### src/rtl/ws_pkg.sv
// Shared constants and state type for the WS281x pixel path
// (serializer and downstream bit encoder).
package ws_pkg;

   localparam int WS_BIT_PERIOD   = 16;
   localparam int WS_NUM_BITS     = 24;
   localparam int WS_RESET_CYCLES = 4000;

   typedef enum logic [1:0] {
      ST_IDLE  = 2'd0,
      ST_SHIFT = 2'd1,
      ST_LATCH = 2'd2
   } ws_state_e;

endpackage

### src/rtl/ws_bit_timer.sv
// Bit-period phase counter: counts 0..BIT_PERIOD-1 and wraps.
// wrap_o flags the last cycle of a period; clr_i forces phase to 0 next cycle.
module ws_bit_timer
   import ws_pkg::*;
#(
   parameter int BIT_PERIOD = WS_BIT_PERIOD,
   parameter int PW         = (BIT_PERIOD > 1) ? $clog2(BIT_PERIOD) : 1
) (
   input  logic          clk,
   input  logic          rst,
   input  logic          clr_i,
   output logic [PW-1:0] phase_o,
   output logic          wrap_o
);

   logic [PW-1:0] phase_q, phase_d;

   assign wrap_o  = (phase_q == PW'(BIT_PERIOD - 1));
   assign phase_o = phase_q;

   always_comb begin
      phase_d = phase_q + 1'b1;
      if (clr_i || wrap_o) phase_d = '0;
   end

   always_ff @(posedge clk or posedge rst) begin
      if (rst) phase_q <= '0;
      else     phase_q <= phase_d;
   end

endmodule

### src/rtl/ws_pixel_serializer.sv
// Serializes pixel words MSB first, one bit per BIT_PERIOD clocks, then holds
// the line low for RESET_CYCLES as the latch gap after each frame.
module ws_pixel_serializer
   import ws_pkg::*;
#(
   parameter int BIT_PERIOD   = WS_BIT_PERIOD,
   parameter int NUM_BITS     = WS_NUM_BITS,
   parameter int RESET_CYCLES = WS_RESET_CYCLES
) (
   input  logic                clk,
   input  logic                rst,
   input  logic [NUM_BITS-1:0] pix_data,
   input  logic                pix_valid,
   input  logic                pix_last,
   output logic                pix_ready,
   output logic                digit,
   output logic                bit_strobe,
   output logic                tx_en,
   output logic                latch,
   output logic                underrun
);

   localparam int PW = (BIT_PERIOD > 1)   ? $clog2(BIT_PERIOD)   : 1;
   localparam int BW = (NUM_BITS > 1)     ? $clog2(NUM_BITS)     : 1;
   localparam int LW = (RESET_CYCLES > 1) ? $clog2(RESET_CYCLES) : 1;

   ws_state_e           state_q, state_d;
   logic [NUM_BITS-1:0] shreg_q, shreg_d;
   logic [BW-1:0]       bit_cnt_q, bit_cnt_d;
   logic                last_q, last_d;
   logic [LW-1:0]       lat_cnt_q, lat_cnt_d;

   logic [PW-1:0] phase;
   logic          wrap;
   logic          at_end;
   logic          accept;
   logic          in_shift;

   assign in_shift = (state_q == ST_SHIFT);
   assign at_end   = in_shift && wrap && (bit_cnt_q == BW'(NUM_BITS - 1));

   // Mid-frame a new pixel is only taken on the very last cycle of the
   // final bit, so reloads are gapless.
   assign pix_ready = !rst && ((state_q == ST_IDLE) || (at_end && !last_q));
   assign accept    = pix_valid && pix_ready;

   assign digit      = in_shift && shreg_q[NUM_BITS-1];
   assign bit_strobe = in_shift && (phase == '0);
   assign tx_en      = in_shift;
   assign latch      = (state_q == ST_LATCH);
   assign underrun   = at_end && !last_q && !pix_valid;

   ws_bit_timer #(.BIT_PERIOD(BIT_PERIOD), .PW(PW)) u_timer (
      .clk     (clk),
      .rst     (rst),
      .clr_i   (accept || !in_shift),
      .phase_o (phase),
      .wrap_o  (wrap)
   );

   always_comb begin
      state_d   = state_q;
      shreg_d   = shreg_q;
      bit_cnt_d = bit_cnt_q;
      last_d    = last_q;
      lat_cnt_d = lat_cnt_q;
      if (accept) begin
         state_d   = ST_SHIFT;
         shreg_d   = pix_data;
         last_d    = pix_last;
         bit_cnt_d = '0;
      end else begin
         case (state_q)
            ST_SHIFT: begin
               if (at_end) begin
                  state_d   = ST_LATCH;
                  lat_cnt_d = '0;
               end else if (wrap) begin
                  shreg_d   = {shreg_q[NUM_BITS-2:0], 1'b0};
                  bit_cnt_d = bit_cnt_q + 1'b1;
               end
            end
            ST_LATCH: begin
               if (lat_cnt_q == LW'(RESET_CYCLES - 1)) state_d = ST_IDLE;
               else lat_cnt_d = lat_cnt_q + 1'b1;
            end
            default: ;
         endcase
      end
   end

   always_ff @(posedge clk or posedge rst) begin
      if (rst) begin
         state_q   <= ST_IDLE;
         shreg_q   <= '0;
         bit_cnt_q <= '0;
         last_q    <= 1'b0;
         lat_cnt_q <= '0;
      end else begin
         state_q   <= state_d;
         shreg_q   <= shreg_d;
         bit_cnt_q <= bit_cnt_d;
         last_q    <= last_d;
         lat_cnt_q <= lat_cnt_d;
      end
   end

endmodule

### config.mk
export PLATFORM = sky130hd
export DESIGN_NAME = ws_pixel_serializer
export DESIGN_NICKNAME = d
export VERILOG_FILES = /design/src/rtl/ws_pkg.sv /design/src/rtl/ws_bit_timer.sv /design/src/rtl/ws_pixel_serializer.sv
export SDC_FILE = /design/constraint.sdc
export NUM_CORES = 1
export LEC_CHECK = 0
export BUFFER_PORTS_ARGS = -buffer_cell sky130_fd_sc_hd__buf_2
export CAP_MARGIN = 20
export CORE_ASPECT_RATIO = 0.7
export CORE_MARGIN = 2
export CORE_UTILIZATION = 57
export CTS_CLUSTER_DIAMETER = 40
export DETAILED_ROUTE_END_ITERATION = 16
export MAX_ROUTING_LAYER = met4
export PLACE_DENSITY = 0.9
export SYNTH_ARGS = -nofsm -noshare
export SYNTH_HDL_FRONTEND = slang
export SYNTH_SLANG_ARGS = --single-unit
### constraint.sdc
create_clock -name clk -period 2.6 [get_ports clk]
set_input_delay 0.52 -clock clk [delete_from_list [all_inputs] [get_ports clk]]
set_output_delay 0.52 -clock clk [all_outputs]
set_load 0.01 [all_outputs]
# --- After elaboration in Yosys (flattened, before gate mapping) ---
# Index checks and enable logic that the tools add are counted.
classes:
  addsub: 3
  mul: 0
  div_mod_pow: 0
  n_lt_le_gt_ge: 0
  n_eq_ne: 10
  shift: 0
  n_mux: 16
  bitwise: 1
  n_reduce_logical: 24
ops:
  columns: ["cell", "n"]
  rows:
  - ["24-bit 2-to-1 mux", 4]
  - ["12-bit 2-to-1 mux", 2]
  - ["12-bit one-hot mux with 2 select lines", 1]
  - ["5-bit 2-to-1 mux", 4]
  - ["12-bit by 1-bit adder with 12-bit output, second input constant", 1]
  - ["12-bit == test, second input constant", 1]
  - ["1-bit logical AND", 8]
  - ["2-bit 2-to-1 mux", 3]
  - ["3-bit AND reduction", 2]
  - ["2-bit nonzero test", 3]
  - ["5-bit by 1-bit adder with 5-bit output, second input constant", 1]
  - ["5-bit == test, second input constant", 1]
  - ["4-bit by 1-bit adder with 4-bit output, second input constant", 1]
  - ["4-bit == test, second input constant", 1]
  - ["1-bit logical NOT", 4]
  - ["4-bit logical NOT", 1]
  - ["4-bit 2-to-1 mux", 1]
  - ["2-bit inequality test, second input constant", 2]
  - ["2-bit one-hot mux with 2 select lines", 1]
  - ["4-bit AND reduction", 1]
  - ["1-bit logical OR", 3]
  - ["3-bit by 1-bit inequality test with 1-bit output, second input constant", 1]
  - ["3-bit inequality test, second input constant", 1]
  - ["3-bit nonzero test", 1]
  - ["5 further kinds", 5]
word_totals:
  register_bits: 48
  latch_bits: 0
  mem_bits_rw: 0
  rom_bits: 0
  in_bits: 28
  out_inout_bits: 6
  memories: 0

# --- Logic depth before layout (Yosys ltp) ---
logic_depth:
  word_depth: 10
  mapped_depth: 9

# --- Hierarchy ---
# From an unflattened synthesis, not the netlist that was laid out.
unflattened:
  cells_unflattened: 256
  area_unflattened_um2: 2484.9
modules_own_cells:
  columns: ["module", "instances", "cells_each", "area_each_um2", "seq_area_each_um2"]
  rows:
  - ["ws_pixel_serializer", 1, 242, 2309.7, 1101.1]
  - ["ws_bit_timer", 1, 14, 175.2, 100.1]

# --- Worst setup path before layout ---
# Ideal clock, no wire load.
synth_path:
  kind: "register -> register"
  startpoint: "register state_q[0]"
  endpoint: "register lat_cnt_q[3]"
  arrival_time_ns: 1.870
  required_ns: 2.475
  setup_slack_ns: 0.605
  stages_incl_launch_ff: 8
  path_cell_list: "dfrtp_1 -> inv_1 -> ha_1 -> inv_1 -> o22ai_2 -> nand2_2 -> nor3_2 -> mux2_4"
synth_rtl:
  columns: ["element", "line_no", "text"]
  rows:
  - ["start, declared", "ws_pixel_serializer.sv:27", "ws_state_e state_q, state_d;"]
  - ["start signal, assigned", "ws_pixel_serializer.sv:100", "state_q <= state_d;"]
  - ["2-bit == test *", null, null]
  - ["net latch", "ws_pixel_serializer.sv:19", "output logic latch,"]
  - ["2-bit inequality test (no line) or 2-bit nonzero test (tied branches)", null, null]
  - ["4-bit AND reduction (no line)", null, null]
  - ["end signal, assigned", "ws_pixel_serializer.sv:104", "lat_cnt_q <= lat_cnt_d;"]
  - ["end, declared", "ws_pixel_serializer.sv:31", "logic [LW-1:0] lat_cnt_q, lat_cnt_d;"]
# Mark *: on every way through the listed nets, which the timed path passes. The rest lies on a longest branch.
# A chain may end at the register's enable or synchronous reset.

# --- Worst setup path in the final report ---
layout_path:
  startpoint: "register u_timer.phase_q[0], in the netlist u_timer.phase_o[0]"
  endpoint: "output port pix_ready"
layout_via:
  elab_chain_cells: 6
layout_rtl:
  columns: ["element", "line_no", "text"]
  rows:
  - ["start, declared", "ws_bit_timer.sv:16", "logic [PW-1:0] phase_q, phase_d;"]
  - ["start signal, assigned", "ws_bit_timer.sv:28", "else phase_q <= phase_d;"]
  - ["4-bit == test", "ws_bit_timer.sv:18", "assign wrap_o = (phase_q == PW'(BIT_PERIOD - 1));"]
  - ["1-bit logical AND (2 in a row)", "ws_pixel_serializer.sv:40", "assign at_end = in_shift && wrap && (bit_cnt_q == BW'(NUM_BITS - 1));"]
  - ["1-bit logical AND", "ws_pixel_serializer.sv:44", "assign pix_ready = !rst && ((state_q == ST_IDLE) || (at_end && !last_q));"]
  - ["1-bit logical OR", "ws_pixel_serializer.sv:44", null]
  - ["1-bit logical AND", "ws_pixel_serializer.sv:44", null]
  - ["end, declared", "ws_pixel_serializer.sv:15", "output logic pix_ready,"]
# Every way passes these cells.

==> run_results.csv <==
group,metric,value,unit
outcome,status,"complete, no violations",
layout,final_util,66.0,%
critical_path,cp_max_fo,5,
synth,syn_area,0.00256,mm2
timing,fin_skew,0.00803,ns
synth,synth_edf_count,0,
global_route,top_usage_layer,"met2",
critical_path,timing.rr.end,"lat_cnt_q[3]",
layout,design_area,0.00286,mm2
critical_path,slowest_delay,0.41,ns
synth,yosys.area.top_type,"dfrtp_1",
synth,ys.flop_type,"dfrtp_1",
placed_design,hpwl,3670,um
timing,max-slew-margin-rel,70.4,%
route,drt.antenna.violating_nets,0,
route,viasPerCell,5.61,
clock_tree,hold_buffers,0,
synth,yosys_warnings,0,
die,dieArea,0.00505,mm2
timing,period_needed,2.33,ns
layout,final_layout_size_suffix_gt1_share,18.8,%
die,die_w,84.1,um
clock_tree,tritoncts,"yes",
global_route,grt_util_all_layers,23.0,%
layout,diodes,0,
synth,yosysSeqAreaShare,46.9,%
timing,finalCritPeriodShare,89.6,%
clock_tree,cts_resized,0,
critical_path,crit_required,2.08,ns
die,start_util,59.2,%
route,drtPass1Iterations,5,
layout,nNetsFinal,332,
layout,fill_cells,349,
die,core_area,0.00433,mm2
pwr,power_density,432,mW/mm2
critical_path,cpMaxStageDelayCell,"dfrtp_1",
global_route,first_global_vias,1890,
global_route,gr-total-overflow,0,
timing,hold_viol_final,0,
synth,synth_top_area_share,46.9,%
route,vias,1980,
critical_path,rr_worst_depth,7,
synth,synth.area.top_cells,"dfrtp_1 47%, mux2i_1 9.4%, o21ai_0 7.0%, nand2_1 5.1%, ha_1 3.4%",
placed_design,placed_area,0.00277,mm2
die,die_h,60.1,um
timing,report.final.slew_viol_count,0,
clock_tree,cts.clk_slew.worst_paths,0.08,ns
synth,ys_ff_latch,48,
synth,synth.distinct_cells,40,
clock_tree,clkLatencyLatePin,0.30,ns
die,pin_count,34,
timing,tns,0,ns
timing,rsz0062_at_grt,"no",
timing,max_freq,429,MHz
timing,setup_viol,0,
synth,synth_common_cells,"48 x dfrtp_1, 36 x o21ai_0, 35 x nand2_1",
route,wl,5010,um
critical_path,r2r_setup_slack,0.46,ns
clock_tree,root_buffer,"clkbuf_8",
pwr,leakage,0.00115,uW
critical_path,cp.arrival,1.81,ns
critical_path,crit_chain,"ha_1, nand4_1, nor3_1, nor2_1, nor2_1, buf_2",
global_route,grt_max_degree,38,
synth,syn_avg_cell_area,9.78,um2
route,drc,0,
critical_path,criticalPathCategory,"reg2out",
route,wl_per_cell,14.2,um
critical_path,cp_common_cell,"nor2_1",
route,first_iter_violations,120,
global_route,gr-usage-met1,31.1,%
global_route,met3_usage,5.94,%
critical_path,cp-end-kind,"output pin",
clock_tree,cts.sinks,48,
global_route,antenna_found_initial,0,
pwr,ir_drop,0.289,mV
critical_path,r2r_start,"state_q[0]",
global_route,gr-usage-met2,34.4,%
synth,syn-num-nets,297,
clock_tree,cts_setup_buffers,0,
layout,final_cells,353,
layout,area_growth,11.5,%
synth,synthCells,262,
synth,async_reset_ff_share,100,%
placed_design,gp_congestion,0.992,
placed_design,dp_cells,345,
synth,synth_most_common_cell,"dfrtp_1",
clock_tree,h-tree-depth,2,
run,max_cap_viol_count,0,
hold_path,min_path_type,"in2async",
timing,worst_pin_slew,0.445,ns
global_route,grt_pass1_wl,8760,um
die,rows,20,
clock_tree,clk_path_buf_depth,2,
clock_tree,cts_buffers,5,
critical_path,critPathLaunchType,"register",
placed_design,port_buffers,33,
## worst max-delay path, delay by kind of cell, from the launching register on
family | cells | cell delay, ns
buffers and inverters | 1 | 0.14
and+or+nand+nor | 4 | 0.71
DFF | 1 | 0.41
adders and majority gates | 1 | 0.26
## sequential cells by signal (all words and copies together), names as in the netlist
signal and cells:
lat_cnt_q 12, state_q 2, bit_cnt_q 5, u_timer.phase_o 4, last_q 1, shreg_q 24
## layout make-up
cell class	count	area [um2]	share of cell area [%]
repair buffers	38	215	7.54
well taps	55	68.8	2.41
multi-input cells	194	1240	43.5
flip-flops and latches	48	1200	42.1
inverters	10	37.5	1.31
clock buffers	8	90.1	3.16
## placed cells by master, fill, tap and decap left out, types with 4 or more instances in the layout
| cell | instances |
|---|---|
| buf_2 | 33 |
| nand2_1 | 35 |
| buf_4 | 4 |
| nand4_1 | 6 |
| mux2i_1 | 24 |
| ha_1 | 7 |
| xor2_1 | 5 |
| inv_1 | 9 |
| dfrtp_1 | 48 |
| nor2_1 | 19 |
| nand3_1 | 10 |
| o21ai_0 | 36 |
| nor3_1 | 4 |
| a21oi_1 | 6 |
| clkbuf_8 | 6 |
## kinds of logic after synthesis
family / Yosys count / share of synthesized area [%]
adders and majority gates: 7 / 3.42
and+or+nand+nor: 100 / 20.3
muxes: 26 / 10.4
DFF: 48 / 46.9
AOI/OAI and AO/OA: 53 / 11.5
buffers and inverters: 20 / 4.69
xor gates and xnor gates: 8 / 2.74
## worst max-delay path by stage
stage | startpoint | cells after the start | endpoint | slack, ns
floorplan | state_q[0] | 7 | lat_cnt_q[3] | 0.60
CTS | u_timer.phase_o[0] | 6 | pix_ready | 0.26
finish | u_timer.phase_o[0] | 6 | pix_ready | 0.27
global route | u_timer.phase_o[0] | 6 | pix_ready | 0.04
global placement | state_q[0] | 7 | lat_cnt_q[3] | 0.60
detailed placement | state_q[0] | 7 | lat_cnt_q[3] | 0.49
## where the power goes
part | total [uW] | switching [uW] | internal, uW
sequential | 746 | 0 | 746
combinational | 40.3 | 22.0 | 18.3
clock | 448 | 231 | 217
## stage by stage
stage | power [uW] | hold slack (ns) | setup WS (ns)
after global routing | 1290 | 0.244 | 0.0392
after global placement | 801 | 0.460 | 0.600
after floorplan | 774 | 0.451 | 0.605
final | 1230 | 0.232 | 0.272
after detailed placement | 802 | 0.506 | 0.494
after CTS | 1250 | 0.235 | 0.255
## layer usage
metal	wire length, um	vias up
met4	77	0
li1	-	983
met2	2220	69
met1	2400	916
met5	0	-
met3	309	12
(Power assumes the default switching activity.)
